<file path="src/rtl/mem_arbiter_pkg.sv">
// Shared definitions for the core/memory arbiter.
// Size codes, state encodings and the memory request bundle.
package mem_arbiter_pkg;

  localparam logic [1:0] MEM_B = 2'b00;
  localparam logic [1:0] MEM_H = 2'b01;
  localparam logic [1:0] MEM_W = 2'b10;

  typedef enum logic {
    PASS   = 1'b0,
    SECOND = 1'b1
  } arb_state_t;

  // ram=1 marks a data-port request, ram=0 a fetch.
  typedef struct packed {
    logic        ram;
    logic        wr;
    logic [1:0]  size;
    logic [31:0] addr;
    logic [31:0] wdata;
  } mem_req_t;

endpackage

</file>
<file path="src/rtl/mem_arbiter.sv">
// Merges core fetch and data ports onto one single-port memory.
// Ports: clk/rst_n, i_en->o_core_en, i_rom_*/o_rom_data fetch,
// i_ram_*/o_ram_rdata data, o_mem_*/i_mem_rdata memory,
// o_conflict_cnt saturating stall count.
module mem_arbiter
  import mem_arbiter_pkg::*;
#(
  parameter bit DATA_FIRST = 1'b1,
  parameter int CNT_W      = 16
) (
  input  logic             clk,
  input  logic             rst_n,
  input  logic             i_en,
  output logic             o_core_en,
  input  logic             i_rom_en,
  input  logic [31:0]      i_rom_addr,
  output logic [31:0]      o_rom_data,
  input  logic             i_ram_en,
  input  logic             i_ram_wr,
  input  logic [1:0]       i_ram_size,
  input  logic [31:0]      i_ram_addr,
  input  logic [31:0]      i_ram_wdata,
  output logic [31:0]      o_ram_rdata,
  output logic             o_mem_en,
  output logic             o_mem_wr,
  output logic [1:0]       o_mem_size,
  output logic [31:0]      o_mem_addr,
  output logic [31:0]      o_mem_wdata,
  input  logic [31:0]      i_mem_rdata,
  output logic [CNT_W-1:0] o_conflict_cnt
);

  arb_state_t       state;
  mem_req_t         pend;
  mem_req_t         rom_req;
  mem_req_t         ram_req;
  mem_req_t         iss;
  mem_req_t         lose;
  logic             iss_en;
  logic             rom_acc;
  logic             ram_acc;
  logic             both;
  logic             rd_vld;
  logic             rd_ram;
  logic [31:0]      rom_hold;
  logic [31:0]      ram_hold;
  logic [CNT_W-1:0] cnt;

  assign o_core_en = i_en & (state == PASS);

  // rst_n gating keeps the memory idle while reset is held.
  assign rom_acc = rst_n & o_core_en & i_rom_en;
  assign ram_acc = rst_n & o_core_en & i_ram_en;
  assign both    = rom_acc & ram_acc;

  assign rom_req = '{ram: 1'b0, wr: 1'b0, size: MEM_W,
                     addr: i_rom_addr, wdata: 32'h0};
  assign ram_req = '{ram: 1'b1, wr: i_ram_wr,
                     size: i_ram_size, addr: i_ram_addr,
                     wdata: i_ram_wdata};

  // Core requests are never accepted in SECOND,
  // so these selections are mutually exclusive.
  always_comb begin
    iss    = '0;
    lose   = rom_req;
    iss_en = 1'b0;
    unique case (1'b1)
      (state == SECOND): begin
        iss    = pend;
        iss_en = 1'b1;
      end
      both: begin
        iss    = DATA_FIRST ? ram_req : rom_req;
        lose   = DATA_FIRST ? rom_req : ram_req;
        iss_en = 1'b1;
      end
      (ram_acc & ~rom_acc): begin
        iss    = ram_req;
        iss_en = 1'b1;
      end
      (rom_acc & ~ram_acc): begin
        iss    = rom_req;
        iss_en = 1'b1;
      end
      default: ;
    endcase
  end

  assign o_mem_en    = iss_en;
  assign o_mem_wr    = iss_en & iss.wr;
  assign o_mem_size  = iss.size;
  assign o_mem_addr  = iss.addr;
  assign o_mem_wdata = iss.wdata;

  always_ff @(posedge clk or negedge rst_n) begin
    if (!rst_n) begin
      state    <= PASS;
      pend     <= '0;
      rd_vld   <= 1'b0;
      rd_ram   <= 1'b0;
      rom_hold <= 32'h0;
      ram_hold <= 32'h0;
      cnt      <= '0;
    end else begin
      state  <= both ? SECOND : PASS;
      rd_vld <= iss_en & ~iss.wr;
      rd_ram <= iss.ram;
      if (both) begin
        pend <= lose;
        if (cnt != '1)
          cnt <= cnt + 1'b1;
      end
      if (rd_vld & rd_ram)
        ram_hold <= i_mem_rdata;
      if (rd_vld & ~rd_ram)
        rom_hold <= i_mem_rdata;
    end
  end

  assign o_rom_data  = (rd_vld & ~rd_ram) ? i_mem_rdata
                                           : rom_hold;
  assign o_ram_rdata = (rd_vld &  rd_ram) ? i_mem_rdata
                                           : ram_hold;
  assign o_conflict_cnt = cnt;

endmodule
</file>
<file path="config.mk">
export PLATFORM = sky130hd
export DESIGN_NAME = mem_arbiter
export DESIGN_NICKNAME = d
export VERILOG_FILES = /design/src/rtl/mem_arbiter_pkg.sv /design/src/rtl/mem_arbiter.sv
export SDC_FILE = /design/constraint.sdc
export NUM_CORES = 1
export LEC_CHECK = 0
export ABC_AREA = 1
export CAP_MARGIN = 15
export CORE_ASPECT_RATIO = 0.9
export CORE_UTILIZATION = 42
export CTS_BUF_LIST = sky130_fd_sc_hd__clkbuf_8 sky130_fd_sc_hd__clkbuf_16
export DETAILED_ROUTE_END_ITERATION = 8
export PLACE_DENSITY = 0.88
export SLEW_MARGIN = 20
export SYNTH_ARGS = -nofsm -noshare
export SYNTH_HDL_FRONTEND = slang
export SYNTH_SLANG_ARGS = --single-unit
</file>
<file path="constraint.sdc">
create_clock -name clk -period 2.1 [get_ports clk]
set_input_delay 0.21 -clock clk [delete_from_list [all_inputs] [get_ports clk]]
set_output_delay 0.21 -clock clk [all_outputs]
set_load 0.02 [all_outputs]
</file>
==> metrics.md <==
| Metric | Value |
|---|---|
| Status | complete, but fails checks |
| Failing checks | negative setup slack |
| GR Layer Usage met3 | 6.364% |
| Global route overflow | 0 |
| DR DRC count | 0 |
| DPL Wire Length | 13,060 µm |
| GRT Max-Usage Layer | met2 |
| Port Buffers | 284 |
| Final wirelength | 23,720 µm |
| Ant diodes | 0 |
| Endpoints failing setup | 78 |
| DRT iter0 DRCs | 406 |
| FP Rows | 41 |
| Hold slack | 0.3750 ns |
| Post-Syn Area | 0.006226 mm² |
| CTS tree | built |
| YS warnings | 0 |
| Asr flop ratio synth | 100.0% |
| Req. time, crit path | 1.89 ns |
| First-pass DRT Iterations | 5 |
| Final Total Pwr | 0.008181 W |
| ANT nets after route | 0 |
| DR vias | 6,583 |
| Pre-CTS setup slack | -0.6374 ns |
| WL per Instance | 18.50 µm |
| Post-synthesis sequential element count | 116 |
| Share of layout cells above drive strength 1 | 29.02% |
| GR Layer Usage met2 | 51.50% |
| Routed vias/inst | 5.135 |
| Placeable Area | 0.01426 mm² |
| Final worst slack | -0.3465 ns |
| Non-filler cells, final | 1,282 |
| Clock slew at reported path FFs | 0.05 ns |
| Biggest area consumer among synthesized cells | dfrtp_1 |
| Relative slew slack | 36.57% |
| FMAX | 408.8 MHz |
| CTS max path bufs | 2 |
| Largest cells by area after synthesis | dfrtp_1, nand2_1, o21ai_0 |
| Area Growth Syn to Fin | 71.42% |
| Syn Inst Count | 817 |
| Fin nets | 1,217 |
| Period Utilization, post-route | 116.5% |
| Gpl congestion | 0.8056 |
| Die height | 117.5 µm |
| CP Max Fanout | 8 |
| Ports | 285 |
| Max-Cap Viols | 0 |
| CTS root buffer | clkbuf_16 |
| Dominant cell by count in the synthesized netlist | nand2_1 |
| Die width | 130.3 µm |
| Cell variety after synth | 26 |
| Synthesized net count | 957 |
| Initial Utilization | 43.66% |
| Synth Flop Type | dfrtp_1 |
| Max H-tree Level | 4 |
| Worst setup path category | reg -> out |
| Sequential area share after synthesis | 46.62% |
| Nature of the critical path startpoint | flop |
| Share of the synthesized area in the top cell type | 46.62% |
| Crit path capture type | output pin |
| Endpoints failing hold | 0 |
| Maximum vdd drop | 649.9 µV |
| CP Data Arrival Time | 2.24 ns |
| Die footprint | 0.01532 mm² |
| Slew at the pin with the worst max-slew slack | 0.9515 ns |
| Power per cell area | 766.5 mW/mm² |
| Cells after DPL | 1,215 |
| Largest net degree at the start of global routing | 77 |
| Top cells by count, synth | nand2_1, o21ai_0, dfrtp_1, inv_1, nor2_1 |
| Total CTS buffers | 17 |
| Avg Cell Area, Syn | 7.621 µm² |
| RSZ-0062 raised after global routing | true |
| First-pass GRT wire length | 32,550 µm |
| Met1 Use GR | 30.04% |
| Leak | 4.843 nW |
| Slew Viols, Final | 0 |
| Initial antenna violation count | 0 |
| Hold WC Path Type | in -> reg |
| Final Critical Period | 2.446 ns |
| CTS Sinks | 116 |
| Clk_lat worst skew | 0.41 ns |
| EDFF count, synth | 0 |
| Final setup TNS | -11.60 ns |
| Clock skew | 0.008050 ns |
| Total track usage | 28.06% |
| Vias in the first global route | 6,339 |
-- state kept, by name (all words and copies together), names as in the netlist --
signal          count
state               1
ram_hold           32
rd_ram              1
rom_hold           32
pend               33
rd_vld              1
o_conflict_cnt     16
-- logic make-up (layout without fill, tap and decap cells) --
group                      after synthesis  count (layout)  synth area share, %
and+or+nand+nor                        335             335                22.15
buffers and inverters                  190             462                16.26
AOI/OAI and AO/OA                      167             167                13.46
DFF                                    116             116                46.62
xor gates and xnor gates                 5               5               0.7035
adders and majority gates                4               4               0.8039
-- layout make-up --
cell class / count / area, µm²
multi-input cells: 511 / 2983
repair buffers: 345 / 3576
clock inverters: 10 / 131.4
clock buffers: 21 / 480.5
well taps: 193 / 241.5
flip-flops and latches: 116 / 2903
fillers: 918 / 3588
repair inverters: 1 / 16.27
inverters: 85 / 341.6
-- path summary, 6_finish.rpt --
kind                                            from                        endpoint  slack (ns)  cells after the start
worst max-delay path                 state$_DFF_PN0_                  o_mem_addr[23]       -0.35                     10
worst min-delay path                  i_rom_addr[18]            pend[50]$_DFFE_PN0P_        0.37                      3
worst max register to register       state$_DFF_PN0_  o_conflict_cnt[10]$_DFFE_PN0P_       -0.07                     14
worst min register to register  pend[65]$_DFFE_PN0P_            pend[65]$_DFFE_PN0P_        0.45                      2
max in group asynchronous                      rst_n            pend[48]$_DFFE_PN0P_        0.30                      4
min in group asynchronous                      rst_n   o_conflict_cnt[2]$_DFFE_PN0P_        0.45                      3
-- per-stage QoR --
stage               cell area, µm²  util, %
CTS                          10340    72.54
finish                       10670    74.84
global route                 10670    74.84
detailed placement            8900    62.41
global placement              8900    62.41
floorplan                     6233        -
-- layer usage --
layer | vias to the layer above | part of all wire (%)
li1 | 3019 | -
met1 | 3143 | 36
met2 | 348 | 52
met3 | 73 | 7.7
met4 | 0 | 3.8
met5 | - | 0
-- worst max-delay path, stage by stage (launching register included) --
cell     delay [ns]
dfrtp_1        0.40
nor2_4         0.13
buf_6          0.11
nand3_4        0.11
ha_4           0.26
buf_16         0.17
nand2_2        0.08
o21ai_0        0.10
a21oi_1        0.23
nor2_2         0.08
buf_6          0.14
-- what timing repair did --
action                                  4_1_cts  5_1_grt
gates cloned                                 12        1
buffers inserted                             17        7
resized for setup                           591      179
hold endpoints to repair                     40        0
endpoints found under the setup margin      134      113
pin swaps                                    33       47
hold buffers                                  1        0
-- report_power, final --
group | switching, W | total (W) | internal (W)
clock | 0.000986 | 0.00296 | 0.00197
sequential | 0.000171 | 0.00287 | 0.00270
combinational | 0.00139 | 0.00235 | 0.000962
total | 0.00255 | 0.00818 | 0.00563
-- cells in the final DEF (no fill, tap or decap), drive strengths merged --
cell type	Yosys	routed
nand2	230	230
clkdlybuf4s50	0	151
o21ai	133	133
buf	82	127
dfrtp	116	116
nor2	88	88
inv	85	86
clkbuf	23	39
dlygate4sd2	0	33
a21oi	33	33
clkdlybuf4s15	0	12
nand3	6	6
clkinvlp	0	4
nand4	4	4
ha	4	4
nor3	4	4
nand3b	3	3
xnor2	3	3
bufinv	0	3
clkinv	0	3
xor2	2	2
o211ai	1	1
bufbuf	0	1
dlygate4sd3	0	1
dlymetal6s2s	0	1
dlygate4sd1	0	1
No activity file was read; power rests on OpenSTA's default activity.
